<file path="config.mk">
export PLATFORM = sky130hd
export DESIGN_NAME = mult8_seq_ctrl_flat
export DESIGN_NICKNAME = d
export VERILOG_FILES = /design/src/rtl/mult8_seq_ctrl_pkg.sv /design/src/rtl/mult8_seq_ctrl_if.sv /design/src/rtl/mult8_seq_ctrl_step_counter.sv /design/src/rtl/mult8_seq_ctrl.sv /design/src/flat_wrapper.sv
export SDC_FILE = /design/constraint.sdc
export NUM_CORES = 1
export LEC_CHECK = 0
export ABC_CLOCK_PERIOD_IN_PS = 1300
export CORE_AREA = 2 2 39 41
export CTS_BUF_LIST = sky130_fd_sc_hd__clkbuf_4
export CTS_CLUSTER_DIAMETER = 80
export CTS_CLUSTER_SIZE = 25
export DETAILED_ROUTE_END_ITERATION = 7
export DIE_AREA = 0 0 41 43
export PLACE_DENSITY_LB_ADDON = 0.15
export SYNTH_ARGS = -nofsm -noshare
export SYNTH_HDL_FRONTEND = slang
export SYNTH_SLANG_ARGS = --single-unit
</file>
<file path="constraint.sdc">
create_clock -name clk -period 1.3 [get_ports clk]
set_clock_uncertainty 0.05 [all_clocks]
set_input_delay 0.13 -clock clk [delete_from_list [all_inputs] [get_ports clk]]
set_output_delay 0.13 -clock clk [all_outputs]
set_load 0.05 [all_outputs]
</file>
<file path="src/rtl/mult8_seq_ctrl_pkg.sv">
// mult8_pkg: shared encodings for the sequential 8x8 multiplier controller.
//   state_t  : FSM states, encoded exactly as exposed on state_out
//   SH0/4/8  : partial-product shift encodings
//   step_of  : per-step (sel, shift) lookup indexed by the CALC step counter
package mult8_pkg;

  typedef enum logic [2:0] {
    IDLE = 3'b000,
    CALC = 3'b001,
    DONE = 3'b010
  } state_t;

  localparam logic [1:0] SH0 = 2'b00;
  localparam logic [1:0] SH4 = 2'b01;
  localparam logic [1:0] SH8 = 2'b10;

  typedef struct packed {
    logic [1:0] sel;    // {A nibble, B nibble}, 1 = high nibble
    logic [1:0] shift;
  } step_t;

  // Nibble pair -> weight: lo*lo <<0, lo*hi and hi*lo <<4, hi*hi <<8.
  function automatic step_t step_of(input logic [1:0] cnt);
    step_t s;
    unique case (cnt)
      2'd0:    s = '{sel: 2'b00, shift: SH0};
      2'd1:    s = '{sel: 2'b01, shift: SH4};
      2'd2:    s = '{sel: 2'b10, shift: SH4};
      default: s = '{sel: 2'b11, shift: SH8};
    endcase
    return s;
  endfunction

endpackage

</file>
<file path="src/rtl/mult8_seq_ctrl_if.sv">
// mult8_seq_ctrl_if: handshake and datapath-control bundle of the multiplier
// controller.
//   master : system side, drives start/ack/abort, observes everything else
//   slave  : controller side, drives sel/shift/clr_acc/acc_en/busy/done/state_out
interface mult8_seq_ctrl_if;
  logic       start;
  logic       ack;
  logic       abort;
  logic [1:0] sel;
  logic [1:0] shift;
  logic       clr_acc;
  logic       acc_en;
  logic       busy;
  logic       done;
  logic [2:0] state_out;

  modport master (
    output start, ack, abort,
    input  sel, shift, clr_acc, acc_en, busy, done, state_out
  );

  modport slave (
    input  start, ack, abort,
    output sel, shift, clr_acc, acc_en, busy, done, state_out
  );
endinterface

</file>
<file path="src/rtl/mult8_seq_ctrl_step_counter.sv">
// step_counter: 2-bit CALC step counter.
//   clk, rst_n : clock, async active-low reset
//   clr        : synchronous clear (priority over en)
//   en         : increment enable
//   cnt        : current step
//   tc         : terminal count, cnt == 3
module step_counter (
  input  logic       clk,
  input  logic       rst_n,
  input  logic       clr,
  input  logic       en,
  output logic [1:0] cnt,
  output logic       tc
);

  always_ff @(posedge clk or negedge rst_n) begin
    if (!rst_n)   cnt <= 2'd0;
    else if (clr) cnt <= 2'd0;
    else if (en)  cnt <= cnt + 2'd1;
  end

  assign tc = (cnt == 2'd3);

endmodule

</file>
<file path="src/rtl/mult8_seq_ctrl.sv">
// mult8_seq_ctrl: control FSM stepping a shared 4x4 multiplier through the
// four nibble-pair partial products of an 8x8 multiply.
//   clk, rst_n : clock, async active-low reset
//   bus.slave  : start/ack/abort in; sel, shift, clr_acc, acc_en, busy,
//                done, state_out out
// sel/shift/busy/done are registered alongside the state, so they are loaded
// with the values for the state/step being entered.
module mult8_seq_ctrl
  import mult8_pkg::*;
(
  input  logic            clk,
  input  logic            rst_n,
  mult8_seq_ctrl_if.slave bus
);

  state_t     state;
  logic [1:0] cnt;
  logic       tc;
  logic [1:0] sel_q, shift_q;
  logic       acc_en_q, busy_q, done_q;
  step_t      step0, nxt_step;

  // Counter only runs in CALC; held at 0 elsewhere so every entry starts at step 0.
  step_counter u_cnt (
    .clk   (clk),
    .rst_n (rst_n),
    .clr   ((state != CALC) | bus.abort),
    .en    (state == CALC),
    .cnt   (cnt),
    .tc    (tc)
  );

  assign step0    = step_of(2'd0);
  assign nxt_step = step_of(cnt + 2'd1);

  always_ff @(posedge clk or negedge rst_n) begin
    if (!rst_n) begin
      state    <= IDLE;
      sel_q    <= 2'b00;
      shift_q  <= SH0;
      acc_en_q <= 1'b0;
      busy_q   <= 1'b0;
      done_q   <= 1'b0;
    end else begin
      unique case (state)
        IDLE: begin
          if (bus.start) begin
            state    <= CALC;
            sel_q    <= step0.sel;
            shift_q  <= step0.shift;
            acc_en_q <= 1'b1;
            busy_q   <= 1'b1;
          end
        end
        CALC: begin
          if (bus.abort || tc) begin
            state    <= bus.abort ? IDLE : DONE;
            sel_q    <= 2'b00;
            shift_q  <= SH0;
            acc_en_q <= 1'b0;
            busy_q   <= 1'b0;
            done_q   <= !bus.abort;
          end else begin
            sel_q    <= nxt_step.sel;
            shift_q  <= nxt_step.shift;
          end
        end
        DONE: begin
          // start beats ack: restart straight into CALC with no IDLE gap
          if (bus.start) begin
            state    <= CALC;
            sel_q    <= step0.sel;
            shift_q  <= step0.shift;
            acc_en_q <= 1'b1;
            busy_q   <= 1'b1;
            done_q   <= 1'b0;
          end else if (bus.ack) begin
            state    <= IDLE;
            done_q   <= 1'b0;
          end
        end
        default: begin
          state    <= IDLE;
          sel_q    <= 2'b00;
          shift_q  <= SH0;
          acc_en_q <= 1'b0;
          busy_q   <= 1'b0;
          done_q   <= 1'b0;
        end
      endcase
    end
  end

  // Mealy clear: accumulator zeroes on the edge that accepts start. Gated by
  // rst_n so it also sits at 0 while reset is held.
  assign bus.clr_acc   = rst_n & bus.start & ((state == IDLE) | (state == DONE));
  // abort kills the add of the cycle it arrives in, not just the following ones.
  assign bus.acc_en    = acc_en_q & ~bus.abort;
  assign bus.sel       = sel_q;
  assign bus.shift     = shift_q;
  assign bus.busy      = busy_q;
  assign bus.done      = done_q;
  assign bus.state_out = state;

endmodule

</file>
<file path="src/flat_wrapper.sv">
// flat-port wrapper written by rule: the top's interface ports become plain ports
module mult8_seq_ctrl_flat import mult8_pkg::*;
  (clk, rst_n, bus_start, bus_ack, bus_abort, bus_sel, bus_shift, bus_clr_acc, bus_acc_en, bus_busy, bus_done, bus_state_out);
  mult8_seq_ctrl_if bus_i ();
  input  logic clk;
  input  logic rst_n;
  input wire logic [$bits(bus_i.start)-1:0] bus_start;
  input wire logic [$bits(bus_i.ack)-1:0] bus_ack;
  input wire logic [$bits(bus_i.abort)-1:0] bus_abort;
  output wire logic [$bits(bus_i.sel)-1:0] bus_sel;
  output wire logic [$bits(bus_i.shift)-1:0] bus_shift;
  output wire logic [$bits(bus_i.clr_acc)-1:0] bus_clr_acc;
  output wire logic [$bits(bus_i.acc_en)-1:0] bus_acc_en;
  output wire logic [$bits(bus_i.busy)-1:0] bus_busy;
  output wire logic [$bits(bus_i.done)-1:0] bus_done;
  output wire logic [$bits(bus_i.state_out)-1:0] bus_state_out;
  assign bus_i.start = bus_start;
  assign bus_i.ack = bus_ack;
  assign bus_i.abort = bus_abort;
  assign bus_sel = bus_i.sel;
  assign bus_shift = bus_i.shift;
  assign bus_clr_acc = bus_i.clr_acc;
  assign bus_acc_en = bus_i.acc_en;
  assign bus_busy = bus_i.busy;
  assign bus_done = bus_i.done;
  assign bus_state_out = bus_i.state_out;
  mult8_seq_ctrl u_core (.clk(clk), .rst_n(rst_n), .bus(bus_i));
endmodule
</file>
# Word-level counts from Yosys, hierarchy flattened
# Cells that the tools add are included.
# word_totals
regBits	11
word_cells	54
inputBits	5
# op_classes
bitwise_logic	7
n_eq_ne	10
n_addsub	1
reduce_logical	9
n_mux	21
# op_table
cell	n
2-to-1 mux 2 bit	6
2-to-1 mux 3 bit	4
case mux 4 bit (3 select lines)	1
case mux 3 bit (3 select lines)	1
case mux 2 bit (2 select lines)	2
AND reduction 3 bit	2
2-to-1 mux 1 bit	5
equality test 2 bit, second input constant	2
inequality test 2 x 1 -> 1 bit, second input constant	2
AND 1 bit	3
equality test 3 x 1 -> 1 bit, second input constant	1
equality test 3 x 2 -> 1 bit, second input constant	1
zero test 3 bit	1
inequality test 3 x 1 -> 1 bit, second input constant	1
inequality test 3 bit, second input constant	1
case mux 1 bit (3 select lines)	1
adder 2 x 1 -> 2 bit, second input constant	1
equality test 2 x 1 -> 1 bit, second input constant	1
zero test 2 bit	1
inequality test 2 bit, second input constant	1
inverter 1 bit	2
OR 1 bit	2
case mux 1 bit (2 select lines)	1
AND reduction 2 bit	1
4 further kinds	4

# Logic depth before layout (Yosys ltp)
# Gate-level depths: netlist (run 1).
# logic_depth
word_depth	5
ltp_mapped	4
mapped_depth_nobuf	4

# By module
# From an unflattened synthesis (run 1), not the netlist that was laid out.
# unflattened
hier_cells	44
hier_area_um2	491.7
# modules_own_cells
module	area_each_um2	cells_per_inst	instances
mult8_seq_ctrl	402.9	37	1
step_counter	88.8	7	1

# Least setup slack after synthesis (run 1)
# Ideal clock, no wire load.
# synth_timing
path_type	reg-to-output
start	reg u_core.state[0] (netlist: u_core.bus.state_out[0])
end	out bus_clr_acc
slack_ps	-855
stages_incl_launch_ff	3
required_ps	1120
t_arrival_ps	1975
cell_sequence	dfrtp_1 buf_2 nor3b_1
# synth_between
elab_chain_cells	3
# synth_rtl
item	line	text
start, declared	mult8_seq_ctrl.sv:16	state_t state;
start signal, assigned	mult8_seq_ctrl.sv:57	state <= bus.abort ? IDLE : DONE;
equality test 3 x 2 -> 1 bit / zero test 3 bit (equally long branches)	mult8_seq_ctrl.sv:96	assign bus.clr_acc = rst_n & bus.start & ((state == IDLE) | (state == DONE));
OR 1 bit (*)	mult8_seq_ctrl.sv:96	
AND 1 bit (*)	mult8_seq_ctrl.sv:96	
end, declared	flat_wrapper.sv:12	output wire logic [$bits(bus_i.clr_acc)-1:0] bus_clr_acc;
# Mark *: on every way between the ends. The rest lies on a longest branch, timed or not.

# Worst setup path after layout (run 1)
# layout_timing
start	reg u_core.u_cnt.cnt[1]
end	reg u_core.acc_en_q
# layout_between
elab_chain_cells	4
# layout_rtl
item	line	text
start, declared	mult8_seq_ctrl_step_counter.sv:12	output logic [1:0] cnt,
start signal, assigned	mult8_seq_ctrl_step_counter.sv:19	else if (en) cnt <= cnt + 2'd1;
equality test 2 bit	mult8_seq_ctrl_step_counter.sv:22	assign tc = (cnt == 2'd3);
logical OR 1 bit	mult8_seq_ctrl.sv:56	if (bus.abort || tc) begin
inequality test 2 x 1 -> 1 bit (no line)	n/a	
AND reduction 2 bit (no line)	n/a	
end signal, assigned	mult8_seq_ctrl.sv:51	acc_en_q <= 1'b1;
end signal, assigned	mult8_seq_ctrl.sv:60	acc_en_q <= 1'b0;
end signal, assigned	mult8_seq_ctrl.sv:74	acc_en_q <= 1'b1;
end, declared	mult8_seq_ctrl.sv:20	logic acc_en_q, busy_q, done_q;
# Every way passes these cells.
# A chain may end at the register's enable or synchronous reset.

==> flow_summary_export.csv, run 1 <==
group,metric,value,unit
outcome,status,"finished, violations left",
outcome,violations,"negative setup slack",
pwr,p_int,0.749,mW
detailed_routing,detail-route-antenna-nets,0,
pwr,p_sw_share,35.4,%
detailed_routing,post_drt_wl_per_cell,12.6,µm
logic_synthesis,synthCells,42,
pwr,p_comb_share,44.5,%
detailed_routing,finalWirelength,1110,µm
timing,fin_ws,-0.0825,ns
timing,setup_viol,4,
critical_path,critPathLaunchType,"flip-flop",
critical_path,r2r_cells,3,
timing,hold_viol,0,
cells_and_area,finalNetCount,81,
placed_design,dp_hpwl,846,µm
logic_synthesis,synth_top_family_by_area,"compound AO/OA/AOI/OAI gates",
critical_path,end_kind,"flip-flop",
cells_and_area,area_growth,88.5,%
floorplanning,core,1380,µm²
run,maxCapViolations,0,
timing,whs,0.124,ns
pwr,powerDensity,1230,nW/µm²
floorplanning,initial_core_util,36.2,%
logic_synthesis,syn_avg_cell_area,11.9,µm²
timing,setup_tns,-0.223,ns
logic_synthesis,yosys.area_share.simple,16.0,%
hold_path,hold_class,"in2async",
logic_synthesis,yosys_warnings,0,
detailed_routing,firstDrtPassIters,2,
logic_synthesis,synth_top_cell_by_area,"dfrtp_1",
logic_synthesis,synth_ff_type,"dfrtp_1",
logic_synthesis,synthTopCellsByArea,"dfrtp_1, ha_1, a22o_1",
clocking,cts_tree,"done",
cells_and_area,final_cell_area,943,µm²
logic_synthesis,synth_adder_area_share,7.50,%
timing,rsz0062_at_grt,"yes",
detailed_routing,vias,431,
logic_synthesis,syn-num-nets,50,
pwr,power_leakage,0.439,nW
clocking,cts_num_sinks,10,
critical_path,critPathMaxFanout,3,
placed_design,gp_congestion,0.731,
clocking,ctsHoldBuffers,0,
floorplanning,dieArea,1760,µm²
logic_synthesis,synth-xor-area-share,1.75,%
logic_synthesis,yosysUniqueCellTypes,21,
clocking,clock_latency,0.28,ns
critical_path,ff2ff_setup_slack,-0.08,ns
timing,fmax,723,MHz
detailed_routing,drc,0,
cells_and_area,drive_above_1_share,56.9,%
placed_design,placed_area,855,µm²
floorplanning,die_w,41,µm
logic_synthesis,syn_area,500,µm²
global_routing,antenna_found_initial,0,
logic_synthesis,ys_ff_latch,10,
logic_synthesis,synth.yosys.seq_area_share,50.0,%
logic_synthesis,synth_compound_area_share,18.5,%
pwr,switching_power,0.411,mW
clocking,cts-root-buf,"clkbuf_4",
floorplanning,die_y,43,µm
critical_path,worst-setup-path-type,"reg2reg",
global_routing,grt_pass1_wl,1900,µm
critical_path,r2r_start,"u_core.u_cnt.cnt[1]",
critical_path,cp.arrival,1.54,ns
pwr,p_total,1.16,mW
detailed_routing,vias_per_cell,4.90,
cells_and_area,antenna_cells,0,
placed_design,io_buffers,14,
logic_synthesis,synthArstFlopShare,100,%
pwr,vdd_drop_max,0.808,mV
floorplanning,top_level_ports,16,
timing,fin_crit_sh,106,%
global_routing,grt_max_degree,12,
timing,drv_slew,0,
pwr,pwr-share-clk,21.8,%
global_routing,grt_overflow_total,0,
critical_path,r2r-end,"u_core.acc_en_q",
critical_path,required,1.46,ns
logic_synthesis,yosys-top-cells-count,"dfrtp_1, a22o_1, inv_1",
logic_synthesis,synthMuxAreaShare,0,%
global_routing,grtUsageTotal,16.9,%
floorplanning,row_count,14,
clocking,clk_path_buf_depth,2,
logic_synthesis,synth-edff-count,0,
detailed_routing,drt_iter0_drc,2,
logic_synthesis,synth.top_cell.area_share,50.0,%
clocking,cts.clk_slew.worst_paths,0.07,ns
clocking,cts_made_buffers,3,
logic_synthesis,synth.most_common_cell,"dfrtp_1",
clocking,cts_htree_levels,1,
timing,period_minus_slack,1.38,ns
pwr,seq_power_share,33.7,%
global_routing,first_global_vias,457,
==> how the worst max path moves through the flow <==
stage,startpoint,end,slack (ns)
after detailed placement,bus_abort,u_core.acc_en_q,-0.16
after floorplan,u_core.bus.state_out[0],bus_clr_acc,-0.08
final,u_core.u_cnt.cnt[1],u_core.acc_en_q,-0.08
after global routing,u_core.u_cnt.cnt[1],u_core.acc_en_q,-0.14
after global placement,bus_abort,u_core.bus.sel[0],-0.1
after CTS,u_core.u_cnt.cnt[0],u_core.acc_en_q,-0.07
==> area by class of cell <==
class / count / area (µm²)
fill: 99 / 440
multi-input combinational: 26 / 273
inverter: 4 / 15.0
sequential: 10 / 253
timing repair buffer: 28 / 353
clock buffer: 4 / 30.0
tap: 16 / 20.0
==> power groups by stage <==
stage	registers, mW	clock network (mW)	logic (mW)
after floorplan	0.485	0	0.144
after global placement	0.402	0	0.464
after detailed placement	0.404	0	0.472
after CTS	0.388	0.256	0.507
after global routing	0.395	0.275	0.543
final	0.390	0.253	0.516
==> metrics by stage <==
stage | setup slack [ns] | util (%) | cells
2_1_floorplan | -0.0790 | - | 42
3_3_place_gp | -0.0999 | 61.8 | 81
3_5_place_dp | -0.155 | 61.8 | 81
4_1_cts | -0.0681 | 65.8 | 88
5_1_grt | -0.136 | 68.2 | 88
6_report | -0.0825 | 68.2 | 88
==> what timing repair did <==
item,in CTS,in global routing
endpoints found under the setup margin,7,9
gates cloned,0,0
buffers inserted,3,0
resized for setup,1,4
pin swaps,2,5
==> per-layer routing <==
metal  up-vias  global-route usage, %  routed length (µm)  share of wire (%)
li1        208                      -                   -                  -
met1       206                   18.7                 430                 39
met2        12                   25.9                 574                 52
met3         5                   3.14                  59                5.3
met4         0                   14.0                  42                3.8
met5         -                      0                   0                  0
==> cells in the final DEF (no fill, tap or decap), drive strengths merged <==
cell and n:
nor2 3, nor3 1, clkdlybuf4s50 4, conb 1, xnor2 1, a22o 4, and4bb 2, a21oi 1
clkbuf 4, ha 3, o21bai 1, dfrtp 10, nor4b 2, or4b 1, a21o 2, nor3b 1
buf 24, o2bb2ai 1, o21ai 2, inv 4
==> critical path, cell delays in order (launching register included) <==
cell	delay, ns
dfrtp_1	0.42
ha_4	0.19
or4b_4	0.51
o21ai_2	0.14
==> state kept, by name (all words and copies together) (netlist names) <==
signal,flops
u_core.bus.done,1
u_core.bus.sel,2
u_core.bus.shift,2
u_core.acc_en_q,1
u_core.bus.state_out,2
u_core.u_cnt.cnt,2
==> logic make-up after synthesis <==
logic type | Yosys count
compound gates | 11
xor+xnor | 1
fa+ha+maj | 3
buf+inv | 6
flops | 10
other cells | 1
simple gates | 10
(Power assumes the default switching activity.)
==> run 2, diff against run 1 <==
Settings changed: ABC_AREA from default to 1, CAP_MARGIN from default to 20, MAX_ROUTING_LAYER from default to met4.
==> run 2 against run 1 <==
The run now ends clean. Via count rose by 2.8%. First-iteration DRC count is 100% higher. Sequential share of layout area is 3.5 points higher. Fmax rose by 12%. Clock-buffer cell count unchanged. Sequential cell count stayed put. Clock power fell by 2%. Largest power group unchanged.
==> flow_summary_export.csv, run 2 <==
group,metric,value,unit
outcome,status,"completed",
detailed_routing,detail-route-antenna-nets,0,
placed_design,gp_congestion,0.824,
detailed_routing,post_drt_wl_per_cell,11.1,µm
global_routing,grt_overflow_total,0,
detailed_routing,drt_iter0_drc,4,
timing,setup_viol,0,
clocking,cts.clk_slew.worst_paths,0.07,ns
critical_path,required,1.46,ns
cells_and_area,final_cell_mix,"nand2_1, buf_12, dfrtp_1",
logic_synthesis,syn-num-nets,68,
critical_path,r2r_cells,6,
placed_design,dpl_worst_slack,-0.0290,ns
global_routing,grt_pass1_wl,1700,µm
detailed_routing,vias,443,
timing,whs,0.145,ns
clocking,cts_htree_levels,1,
floorplanning,die_w,41,µm
timing,hold_viol,0,
cells_and_area,final_cells,95,
detailed_routing,vias_per_cell,4.66,
floorplanning,die_y,43,µm
hold_path,hold_class,"in2async",
logic_synthesis,ys_ff_latch,10,
clocking,clock_latency,0.27,ns
critical_path,startpoint,"u_core.u_cnt.cnt[0]",
clocking,ctsHoldBuffers,0,
critical_path,cp.arrival,1.39,ns
timing,rsz0062_at_grt,"yes",
logic_synthesis,syn_area,502,µm²
logic_synthesis,synth.top_cell.area_share,49.9,%
pwr,power_leakage,0.406,nW
cells_and_area,finalNetCount,88,
critical_path,end_kind,"flip-flop",
critical_path,critPathTopFamily,"simple AND/OR/NAND/NOR gates",
global_routing,grt_max_degree,11,
placed_design,numPlacedInstances,90,
detailed_routing,firstDrtPassIters,4,
clocking,cts-root-buf,"clkbuf_4",
critical_path,path_cells,"ha_2 > nor2_4 > inv_1 > nor2_2 > nand3_1 > nand2_1",
critical_path,slowest_delay,0.41,ns
critical_path,critPathLaunchType,"flip-flop",
floorplanning,row_count,14,
logic_synthesis,yosys-top-cells-count,"nand2_1, dfrtp_1, inv_1",
logic_synthesis,synthArstFlopShare,100,%
logic_synthesis,synth.most_common_cell,"nand2_1",
detailed_routing,finalWirelength,1050,µm
timing,period_minus_slack,1.23,ns
cells_and_area,layout_commonest_cell,"nand2_1",
logic_synthesis,synthCells,60,
logic_synthesis,synth-edff-count,0,
logic_synthesis,yosysUniqueCellTypes,17,
pwr,vdd_drop_max,0.813,mV
critical_path,slowest_stage,"dfrtp_1",
pwr,powerDensity,1270,nW/µm²
global_routing,first_global_vias,434,
cells_and_area,fillers,123,
floorplanning,initial_core_util,36.3,%
logic_synthesis,synthTopCellsByArea,"dfrtp_1, nand2_1, ha_1",
floorplanning,top_level_ports,16,
cells_and_area,drive_above_1_share,38.0,%
placed_design,io_buffers,14,
critical_path,r2r-end,"u_core.bus.shift[0]",
clocking,clk_path_buf_depth,2,
timing,fin_ws,0.0665,ns
run,maxCapViolations,0,
critical_path,ff2ff_setup_slack,0.07,ns
timing,fmax,811,MHz
critical_path,r2r_start,"u_core.u_cnt.cnt[0]",
critical_path,critPathBufInv,1,
logic_synthesis,synth_ff_type,"dfrtp_1",
logic_synthesis,synth.yosys.seq_area_share,49.9,%
clocking,cts_tree,"done",
logic_synthesis,synth_top_cell_by_area,"dfrtp_1",
timing,drv_slew,0,
floorplanning,core,1380,µm²
logic_synthesis,yosys_warnings,0,
critical_path,worst-setup-path-type,"reg2reg",
critical_path,critPathMaxFanout,4,
placed_design,dp_hpwl,781,µm
timing,fin_crit_sh,94.9,%
global_routing,grtUsageTotal,15.1,%
logic_synthesis,syn_avg_cell_area,8.36,µm²
clocking,cts_num_sinks,10,
global_routing,antenna_found_initial,0,
detailed_routing,drc,0,
floorplanning,dieArea,1760,µm²
cells_and_area,antenna_cells,0,
cells_and_area,area_growth,66.3,%
clocking,cts_made_buffers,3,
[run 2: worst max path at each step]
stage | end | slack [ns] | cells past startpoint
2_1_floorplan | bus_clr_acc | -0.0004 | 1
3_5_place_dp | u_core.bus.shift[0] | -0.03 | 6
5_1_grt | u_core.bus.shift[0] | -0.005 | 6
3_3_place_gp | u_core.bus.shift[0] | -0.03 | 6
4_1_cts | u_core.bus.shift[0] | 0.02 | 6
6_report | u_core.bus.shift[0] | 0.07 | 6
[run 2: final cells by class]
type | count | area (µm²) | area share (%)
clock buffers | 4 | 30.0 | 3.60
inverters | 8 | 30.0 | 3.60
multi-input cells | 41 | 246 | 29.5
flip-flops and latches | 10 | 253 | 30.3
well taps | 16 | 20.0 | 2.40
repair buffers | 16 | 255 | 30.6
[run 2: worst register-to-register path: cells and delay by family, from the launching register on]
kind          cells  cell delay [ns]
fa+ha+maj         1             0.22
buf+inv           1             0.08
flops             1             0.41
simple gates      4             0.42
[run 2: per-stage QoR]
step                      instance area (µm²)  util, %  total power [mW]  setup TNS, ns
after global routing                      835     60.3              1.11       -0.00464
after global placement                    773     55.9             0.797        -0.0255
after detailed placement                  773     55.9             0.800        -0.0367
after floorplan                           513        -             0.598      -0.000376
final                                     835     60.3              1.06              0
after CTS                                 806     58.2              1.05              0
[run 2: per-layer routing]
metal | share of wire [%] | GRT usage (%)
met5 | 0 | -
met3 | 5.0 | 3.14
met1 | 40 | 18.2
met2 | 54 | 20.9
met4 | 0.95 | 12.0
[run 2: timing repair]
item | 4_1_cts | 5_1_grt
endpoints found under the setup margin | 2 | 4
resized for setup | 1 | 5
buffers inserted | 0 | 1
gates cloned | 0 | 0
pin swaps | 1 | 1
[run 2: where the power goes]
part	internal, mW	switching (mW)	total, mW	leakage (nW)
registers	0.344	0.0414	0.386	0.129
logic	0.191	0.235	0.426	0.258
clock network	0.140	0.108	0.247	0.0184
[run 2: logic make-up after synthesis]
logic type                 share of synthesized area [%]
and+or+nand+nor                                     29.9
DFF                                                 49.9
buffers and inverters                               7.48
AOI/OAI and AO/OA                                   4.49
adders and majority gates                           7.48
other                                              0.747
==> run 3, diff against run 2 <==
Settings changed: CTS_CLUSTER_DIAMETER 80 to 150.
==> results of run 3 <==
Same layout as run 2: the final DEF is identical, and so are final timing and power.
